## src/rtl/hz_pkg.sv

```systemverilog
// Shared constants and MDU state encoding for the
// pipeline hazard controller.
package hz_pkg;

   localparam int HZ_TW          = 3;
   localparam int HZ_MULT_CYCLES = 5;
   localparam int HZ_DIV_CYCLES  = 10;
   localparam int HZ_CNT_W       = 32;

   typedef enum logic {
      MD_IDLE = 1'b0,
      MD_BUSY = 1'b1
   } md_state_e;

endpackage

```

## src/rtl/pipe_hazard_ctrl_if.sv

```systemverilog
// D/E/M stage hazard inputs and stall/flush
// outputs bundled between pipeline and controller.
interface pipe_hazard_ctrl_if #(
   parameter int TW    = 3,
   parameter int CNT_W = 32
);

   logic             ifReGrf1_D;
   logic             ifReGrf2_D;
   logic [4:0]       grfRa1_D;
   logic [4:0]       grfRa2_D;
   logic [TW-1:0]    tUseRs_D;
   logic [TW-1:0]    tUseRt_D;
   logic             ifWrGrf_E;
   logic [4:0]       grfWa_E;
   logic [TW-1:0]    tNew_E;
   logic             ifWrGrf_M;
   logic [4:0]       grfWa_M;
   logic [TW-1:0]    tNew_M;
   logic             mdUse_D;
   logic             mdStart_E;
   logic             mdIsDiv_E;
   logic             stall_D;
   logic             flush_E;
   logic             mdBusy;
   logic [CNT_W-1:0] stallCnt;
   logic             mdOverlap;

   modport master (
      output ifReGrf1_D, ifReGrf2_D,
      output grfRa1_D, grfRa2_D,
      output tUseRs_D, tUseRt_D,
      output ifWrGrf_E, grfWa_E, tNew_E,
      output ifWrGrf_M, grfWa_M, tNew_M,
      output mdUse_D, mdStart_E, mdIsDiv_E,
      input  stall_D, flush_E, mdBusy,
      input  stallCnt, mdOverlap
   );

   modport slave (
      input  ifReGrf1_D, ifReGrf2_D,
      input  grfRa1_D, grfRa2_D,
      input  tUseRs_D, tUseRt_D,
      input  ifWrGrf_E, grfWa_E, tNew_E,
      input  ifWrGrf_M, grfWa_M, tNew_M,
      input  mdUse_D, mdStart_E, mdIsDiv_E,
      output stall_D, flush_E, mdBusy,
      output stallCnt, mdOverlap
   );

endinterface

```

## src/rtl/pipe_hazard_ctrl_md_busy_timer.sv

```systemverilog
// Mult/div busy timer: counts down the MDU latency
// after an E-stage launch and flags overlapping starts.
module md_busy_timer
   import hz_pkg::*;
#(
   parameter int MULT_CYCLES = HZ_MULT_CYCLES,
   parameter int DIV_CYCLES  = HZ_DIV_CYCLES
) (
   input  logic clk,
   input  logic reset_n,
   input  logic start,
   input  logic is_div,
   output logic busy,
   output logic overlap
);

   localparam int MAXC =
      (DIV_CYCLES > MULT_CYCLES) ? DIV_CYCLES : MULT_CYCLES;
   localparam int CW = $clog2(MAXC + 1);

   md_state_e      state, state_n;
   logic [CW-1:0]  cnt, cnt_n;
   logic           ovl_n;
   logic [CW-1:0]  len;

   assign len = is_div ? CW'(DIV_CYCLES) : CW'(MULT_CYCLES);

   always_ff @(posedge clk or negedge reset_n) begin
      if (!reset_n) begin
         state   <= MD_IDLE;
         cnt     <= '0;
         overlap <= 1'b0;
      end else begin
         state   <= state_n;
         cnt     <= cnt_n;
         overlap <= ovl_n;
      end
   end

   always_comb begin
      state_n = state;
      cnt_n   = cnt;
      ovl_n   = overlap;
      unique case (state)
         MD_IDLE: begin
            if (start) begin
               state_n = MD_BUSY;
               cnt_n   = len;
            end
         end
         MD_BUSY: begin
            // a restart reloads with the new op length
            if (start) begin
               ovl_n = 1'b1;
               cnt_n = len;
            end else if (cnt == CW'(1)) begin
               state_n = MD_IDLE;
               cnt_n   = '0;
            end else begin
               cnt_n = cnt - CW'(1);
            end
         end
         default: begin
            state_n = MD_IDLE;
            cnt_n   = '0;
         end
      endcase
   end

   assign busy = reset_n & ((state == MD_BUSY) | start);

endmodule

```

## src/rtl/pipe_hazard_ctrl.sv

```systemverilog
// Stall/flush controller: tUse/tNew register hazards,
// MDU busy stalls and a stall-cycle counter.
module pipe_hazard_ctrl
   import hz_pkg::*;
#(
   parameter int TW          = HZ_TW,
   parameter int MULT_CYCLES = HZ_MULT_CYCLES,
   parameter int DIV_CYCLES  = HZ_DIV_CYCLES,
   parameter int CNT_W       = HZ_CNT_W
) (
   input logic               clk,
   input logic               reset_n,
   pipe_hazard_ctrl_if.slave hz
);

   logic rs_e, rs_m, rt_e, rt_m;
   logic rs_hz, rt_hz, md_hz;
   logic md_busy, stall;
   logic [CNT_W-1:0] stall_cnt;

   always_comb begin
      rs_e = hz.ifWrGrf_E && (hz.grfWa_E == hz.grfRa1_D)
          && (hz.tNew_E > hz.tUseRs_D);
      rs_m = hz.ifWrGrf_M && (hz.grfWa_M == hz.grfRa1_D)
          && (hz.tNew_M > hz.tUseRs_D);
      rt_e = hz.ifWrGrf_E && (hz.grfWa_E == hz.grfRa2_D)
          && (hz.tNew_E > hz.tUseRt_D);
      rt_m = hz.ifWrGrf_M && (hz.grfWa_M == hz.grfRa2_D)
          && (hz.tNew_M > hz.tUseRt_D);
      // $0 is hardwired, so it never carries a dependency
      rs_hz = hz.ifReGrf1_D && (hz.grfRa1_D != 5'd0)
           && (rs_e || rs_m);
      rt_hz = hz.ifReGrf2_D && (hz.grfRa2_D != 5'd0)
           && (rt_e || rt_m);
      md_hz = hz.mdUse_D && md_busy;
   end

   assign stall = reset_n & (rs_hz | rt_hz | md_hz);

   md_busy_timer #(
      .MULT_CYCLES (MULT_CYCLES),
      .DIV_CYCLES  (DIV_CYCLES)
   ) u_md (
      .clk     (clk),
      .reset_n (reset_n),
      .start   (hz.mdStart_E),
      .is_div  (hz.mdIsDiv_E),
      .busy    (md_busy),
      .overlap (hz.mdOverlap)
   );

   always_ff @(posedge clk or negedge reset_n) begin
      if (!reset_n) begin
         stall_cnt <= '0;
      end else if (stall) begin
         stall_cnt <= stall_cnt + CNT_W'(1);
      end
   end

   assign hz.stall_D  = stall;
   assign hz.flush_E  = stall;
   assign hz.mdBusy   = md_busy;
   assign hz.stallCnt = stall_cnt;

endmodule

```

## src/flat_wrapper.sv

```systemverilog
// flat-port wrapper written by rule: the top's interface ports become plain ports
module pipe_hazard_ctrl_flat import hz_pkg::*;
#(
   parameter int TW          = HZ_TW,
   parameter int MULT_CYCLES = HZ_MULT_CYCLES,
   parameter int DIV_CYCLES  = HZ_DIV_CYCLES,
   parameter int CNT_W       = HZ_CNT_W
)
  (clk, reset_n, hz_ifReGrf1_D, hz_ifReGrf2_D, hz_grfRa1_D, hz_grfRa2_D, hz_tUseRs_D, hz_tUseRt_D, hz_ifWrGrf_E, hz_grfWa_E, hz_tNew_E, hz_ifWrGrf_M, hz_grfWa_M, hz_tNew_M, hz_mdUse_D, hz_mdStart_E, hz_mdIsDiv_E, hz_stall_D, hz_flush_E, hz_mdBusy, hz_stallCnt, hz_mdOverlap);
  pipe_hazard_ctrl_if #(.TW(TW), .CNT_W(CNT_W)) hz_i ();
  input logic clk;
  input logic reset_n;
  input wire logic [$bits(hz_i.ifReGrf1_D)-1:0] hz_ifReGrf1_D;
  input wire logic [$bits(hz_i.ifReGrf2_D)-1:0] hz_ifReGrf2_D;
  input wire logic [$bits(hz_i.grfRa1_D)-1:0] hz_grfRa1_D;
  input wire logic [$bits(hz_i.grfRa2_D)-1:0] hz_grfRa2_D;
  input wire logic [$bits(hz_i.tUseRs_D)-1:0] hz_tUseRs_D;
  input wire logic [$bits(hz_i.tUseRt_D)-1:0] hz_tUseRt_D;
  input wire logic [$bits(hz_i.ifWrGrf_E)-1:0] hz_ifWrGrf_E;
  input wire logic [$bits(hz_i.grfWa_E)-1:0] hz_grfWa_E;
  input wire logic [$bits(hz_i.tNew_E)-1:0] hz_tNew_E;
  input wire logic [$bits(hz_i.ifWrGrf_M)-1:0] hz_ifWrGrf_M;
  input wire logic [$bits(hz_i.grfWa_M)-1:0] hz_grfWa_M;
  input wire logic [$bits(hz_i.tNew_M)-1:0] hz_tNew_M;
  input wire logic [$bits(hz_i.mdUse_D)-1:0] hz_mdUse_D;
  input wire logic [$bits(hz_i.mdStart_E)-1:0] hz_mdStart_E;
  input wire logic [$bits(hz_i.mdIsDiv_E)-1:0] hz_mdIsDiv_E;
  output wire logic [$bits(hz_i.stall_D)-1:0] hz_stall_D;
  output wire logic [$bits(hz_i.flush_E)-1:0] hz_flush_E;
  output wire logic [$bits(hz_i.mdBusy)-1:0] hz_mdBusy;
  output wire logic [$bits(hz_i.stallCnt)-1:0] hz_stallCnt;
  output wire logic [$bits(hz_i.mdOverlap)-1:0] hz_mdOverlap;
  assign hz_i.ifReGrf1_D = hz_ifReGrf1_D;
  assign hz_i.ifReGrf2_D = hz_ifReGrf2_D;
  assign hz_i.grfRa1_D = hz_grfRa1_D;
  assign hz_i.grfRa2_D = hz_grfRa2_D;
  assign hz_i.tUseRs_D = hz_tUseRs_D;
  assign hz_i.tUseRt_D = hz_tUseRt_D;
  assign hz_i.ifWrGrf_E = hz_ifWrGrf_E;
  assign hz_i.grfWa_E = hz_grfWa_E;
  assign hz_i.tNew_E = hz_tNew_E;
  assign hz_i.ifWrGrf_M = hz_ifWrGrf_M;
  assign hz_i.grfWa_M = hz_grfWa_M;
  assign hz_i.tNew_M = hz_tNew_M;
  assign hz_i.mdUse_D = hz_mdUse_D;
  assign hz_i.mdStart_E = hz_mdStart_E;
  assign hz_i.mdIsDiv_E = hz_mdIsDiv_E;
  assign hz_stall_D = hz_i.stall_D;
  assign hz_flush_E = hz_i.flush_E;
  assign hz_mdBusy = hz_i.mdBusy;
  assign hz_stallCnt = hz_i.stallCnt;
  assign hz_mdOverlap = hz_i.mdOverlap;
  pipe_hazard_ctrl #(.TW(TW), .MULT_CYCLES(MULT_CYCLES), .DIV_CYCLES(DIV_CYCLES), .CNT_W(CNT_W)) u_core (.clk(clk), .reset_n(reset_n), .hz(hz_i));
endmodule
```

## config.mk

```make
export PLATFORM = sky130hd
export DESIGN_NAME = pipe_hazard_ctrl_flat
export DESIGN_NICKNAME = d
export VERILOG_FILES = /design/src/rtl/hz_pkg.sv /design/src/rtl/pipe_hazard_ctrl_if.sv /design/src/rtl/pipe_hazard_ctrl_md_busy_timer.sv /design/src/rtl/pipe_hazard_ctrl.sv /design/src/flat_wrapper.sv
export SDC_FILE = /design/constraint.sdc
export NUM_CORES = 1
export LEC_CHECK = 0
export BUFFER_PORTS_ARGS = -buffer_cell sky130_fd_sc_hd__buf_2
export CELL_PAD_IN_SITES_DETAIL_PLACEMENT = 0
export CELL_PAD_IN_SITES_GLOBAL_PLACEMENT = 1
export CORE_MARGIN = 1.5
export CORE_UTILIZATION = 38
export DETAILED_ROUTE_END_ITERATION = 10
export PLACE_DENSITY = 0.91
export REMOVE_ABC_BUFFERS = 1
export SLEW_MARGIN = 20
export SYNTH_ARGS = -nofsm -noshare
export SYNTH_HDL_FRONTEND = slang
export SYNTH_SLANG_ARGS = --single-unit
```

## constraint.sdc

```tcl
create_clock -name clk -period 2.8 [get_ports clk]
set_clock_uncertainty 0.05 [all_clocks]
set_input_delay 0.28 -clock clk [delete_from_list [all_inputs] [get_ports clk]]
set_output_delay 0.28 -clock clk [all_outputs]
set_load 0.1 [all_outputs]
```

==> run summary <==
Status: completed
Routed wire length: 5.53 mm
Sequential fraction of the synthesis area: 39.6%
Final hold vios: 0
Classification of the worst setup path: in -> out
Num CTS Buffers: 5
Ys async rst share: 100%
Crit. End Element: output pin
Worst path arrival time: 2.26 ns
Via density: 5.19
Die H: 82.5 µm
PwrDens: 544 nW/µm²
Max Transition Viols Final: 0
Final #Nets: 378
Overflow after GRT: 0
Placed Cells: 389
WL/cell: 13.9 µm
Seq cells post-synth: 38
Final setup viols: 0
CTS Sinks: 38
Gr usage total: 17.1%
Core box area: 6030 µm²
Max VDD drop: 657 µV
Crit. Startpoint: reset_n
Drt first pass iters: 4
Synth-to-Final Area Change: 25.2%
Synth Area per Inst: 9.92 µm²
RR Startpoint: u_core.hz.stallCnt[3]
Initial DRC Count: 49
Total negative slack: 0 ns
Worst-Margin Slew: 0.526 ns
Period minus WS final: 2.59 ns
CP max FO: 8
Power share of the clock group: 24.5%
CTS Root Cell: clkbuf_8
Post-CTS sizing: 0
Number of core rows: 28
Die area: 6800 µm²
Startpoint Class: input port
Global-route wire length before repair: 8.85 mm
Top cell type's share of synthesized area: 39.6%
CTS tree: done
IO Count: 77
Hold_sp: hz_mdIsDiv_E
Synth Flop Type: dfrtp_1
P_sw: 692 µW
Biggest area consumer among synthesized cells: dfrtp_1
CTS Buffer Depth: 2
Net Sw Frac: 42.3%
Post-CTS setup buffers: 0
Chip Width: 82.5 µm
Latest clock arrival within the worst-skew pair: 0.29 ns
Largest net degree at the start of global routing: 43
DRC Markers: 0
Yosys cell types: 41
EDFF count, synth: 0
Seq pwr share: 39.8%
Vias in the first global route: 1,919
Number of diodes: 0
Layout cells sized above 1: 30.0%
RSZ-0062 raised after global routing: no
Pleak: 0.00159 µW
I/O Buffers: 76
Hold WC Path Type: in -> reg
Combinational share of power: 35.7%
Max_cap viols: 0
Post-Synthesis Cells: 242
Yosys warns: 0
Htree depth: 2
Reg clk slew, reported paths: 0.08 ns
Final GP Congestion: 0.783
DP HPWL: 4.30 mm
Post-Syn Area: 2400 µm²
Initial antenna violation count: 0
Slew HR: 64.5%
Final critical-path share of the clock period: 92.3%
Number of routed nets with antenna violations: 0
Critical Path RT: 2.47 ns
Starting density of the core: 39.8%
Post-route insts no fill: 398
Fmax: 0.387 GHz
Synth top area cells: dfrtp_1 (40%), xor2_1 (11%), xnor2_1 (8.0%)
P_int: 943 µW
Vias: 2,065
[sequential cells by signal, indices dropped and copies added (netlist names)]
| name | flops |
|---|---|
| u_core.hz.stallCnt | 32 |
| u_core.u_md.state | 1 |
| u_core.u_md.cnt | 4 |
| u_core.u_md.overlap | 1 |
[synthesized netlist by cell type, types with 2 or more instances]
master / n
xor2_1: 29
nor4_1: 11
nand4_1: 14
a211oi_1: 2
nor2b_1: 2
nor2_1: 8
a21oi_1: 4
buf_2: 3
and3_1: 2
o21ai_0: 6
a21o_1: 4
inv_1: 14
and2_1: 2
nand3_1: 11
clkbuf_1: 3
ha_1: 15
dfrtp_1: 38
nand2_1: 16
or4_1: 2
xnor2_1: 22
nor3b_1: 3
nor3_1: 12
[placed cells by master (no fill, tap or decap), types with 8 or more instances in the layout]
cell / count
buf_2: 74
dfrtp_1: 38
xor2_1: 29
xnor2_1: 22
nand2_1: 16
ha_1: 15
inv_1: 14
nand4_1: 14
nor3_1: 12
nand3_1: 11
nor4_1: 11
nor2_1: 8
[path summary, 6_finish.rpt]
| check | end | slack [ns] | cells after the start |
|---|---|---|---|
| max | hz_stall_D | 0.21 | 9 |
| min | u_core.u_md.cnt[3] | 0.19 | 2 |
| max reg2reg | u_core.hz.stallCnt[27] | 0.53 | 7 |
| min reg2reg | u_core.u_md.overlap | 0.40 | 1 |
| max in group asynchronous | u_core.hz.stallCnt[23] | 1.68 | 3 |
| min in group asynchronous | u_core.hz.stallCnt[6] | 0.29 | 2 |
[cell families after synthesis]
family | count (synthesis) | share of synthesized area [%]
mux | 2 | 1.09
xor+xnor | 51 | 18.6
flops | 38 | 39.6
compound gates | 20 | 5.32
simple gates | 95 | 23.9
buf+inv | 21 | 3.60
fa+ha+maj | 15 | 7.82
[cell type report]
type                       count  area, µm²
tap                           75       93.8
clock buffer                   6       82.6
multi-input combinational    183       1370
inverter                      14       52.6
fill                         573       3020
sequential                    38        951
clock inverter                 2       12.5
timing repair buffer          80        443
[critical path, cell delays in order]
cell and delay, ns:
dlygate4sd3_1 0.51, buf_2 0.20, inv_1 0.15, nor2_1 0.18, nand2_1 0.10, o41ai_1 0.11, nor3b_4 0.13, nor2_2 0.35
buf_12 0.23
[what timing repair did]
| action | in CTS | in global routing |
|---|---|---|
| endpoints found under the setup margin | 0 | 0 |
| hold endpoints to repair | 5 | 0 |
| hold buffers | 1 | 0 |
[metrics by stage]
stage               util (%)  hold WS [ns]  setup slack, ns  area [µm²]  power (µW)
finish                  49.9         0.186            0.214        3000        1640
floorplan                  -       -0.0656            -1.62        2370        1090
global route            49.9         0.182           0.0607        3000        1720
CTS                     49.9         0.177            0.172        3000        1650
detailed placement      48.1        0.0780            0.228        2900        1250
global placement        48.1        0.0738            0.305        2900        1240
[metal layers]
metal	GRT usage [%]	share of wire [%]
met1	21.6	45
met5	0	0
met4	5.08	1.4
met3	4.95	7.5
met2	28.0	46
[power groups by stage]
stage	logic, µW	registers (µW)	clock network, µW
after floorplan	189	898	0
after global placement	578	658	0
after detailed placement	586	660	0
after CTS	588	651	412
after global routing	622	658	439
final	584	651	400
Power figures use the tool's default switching activity.
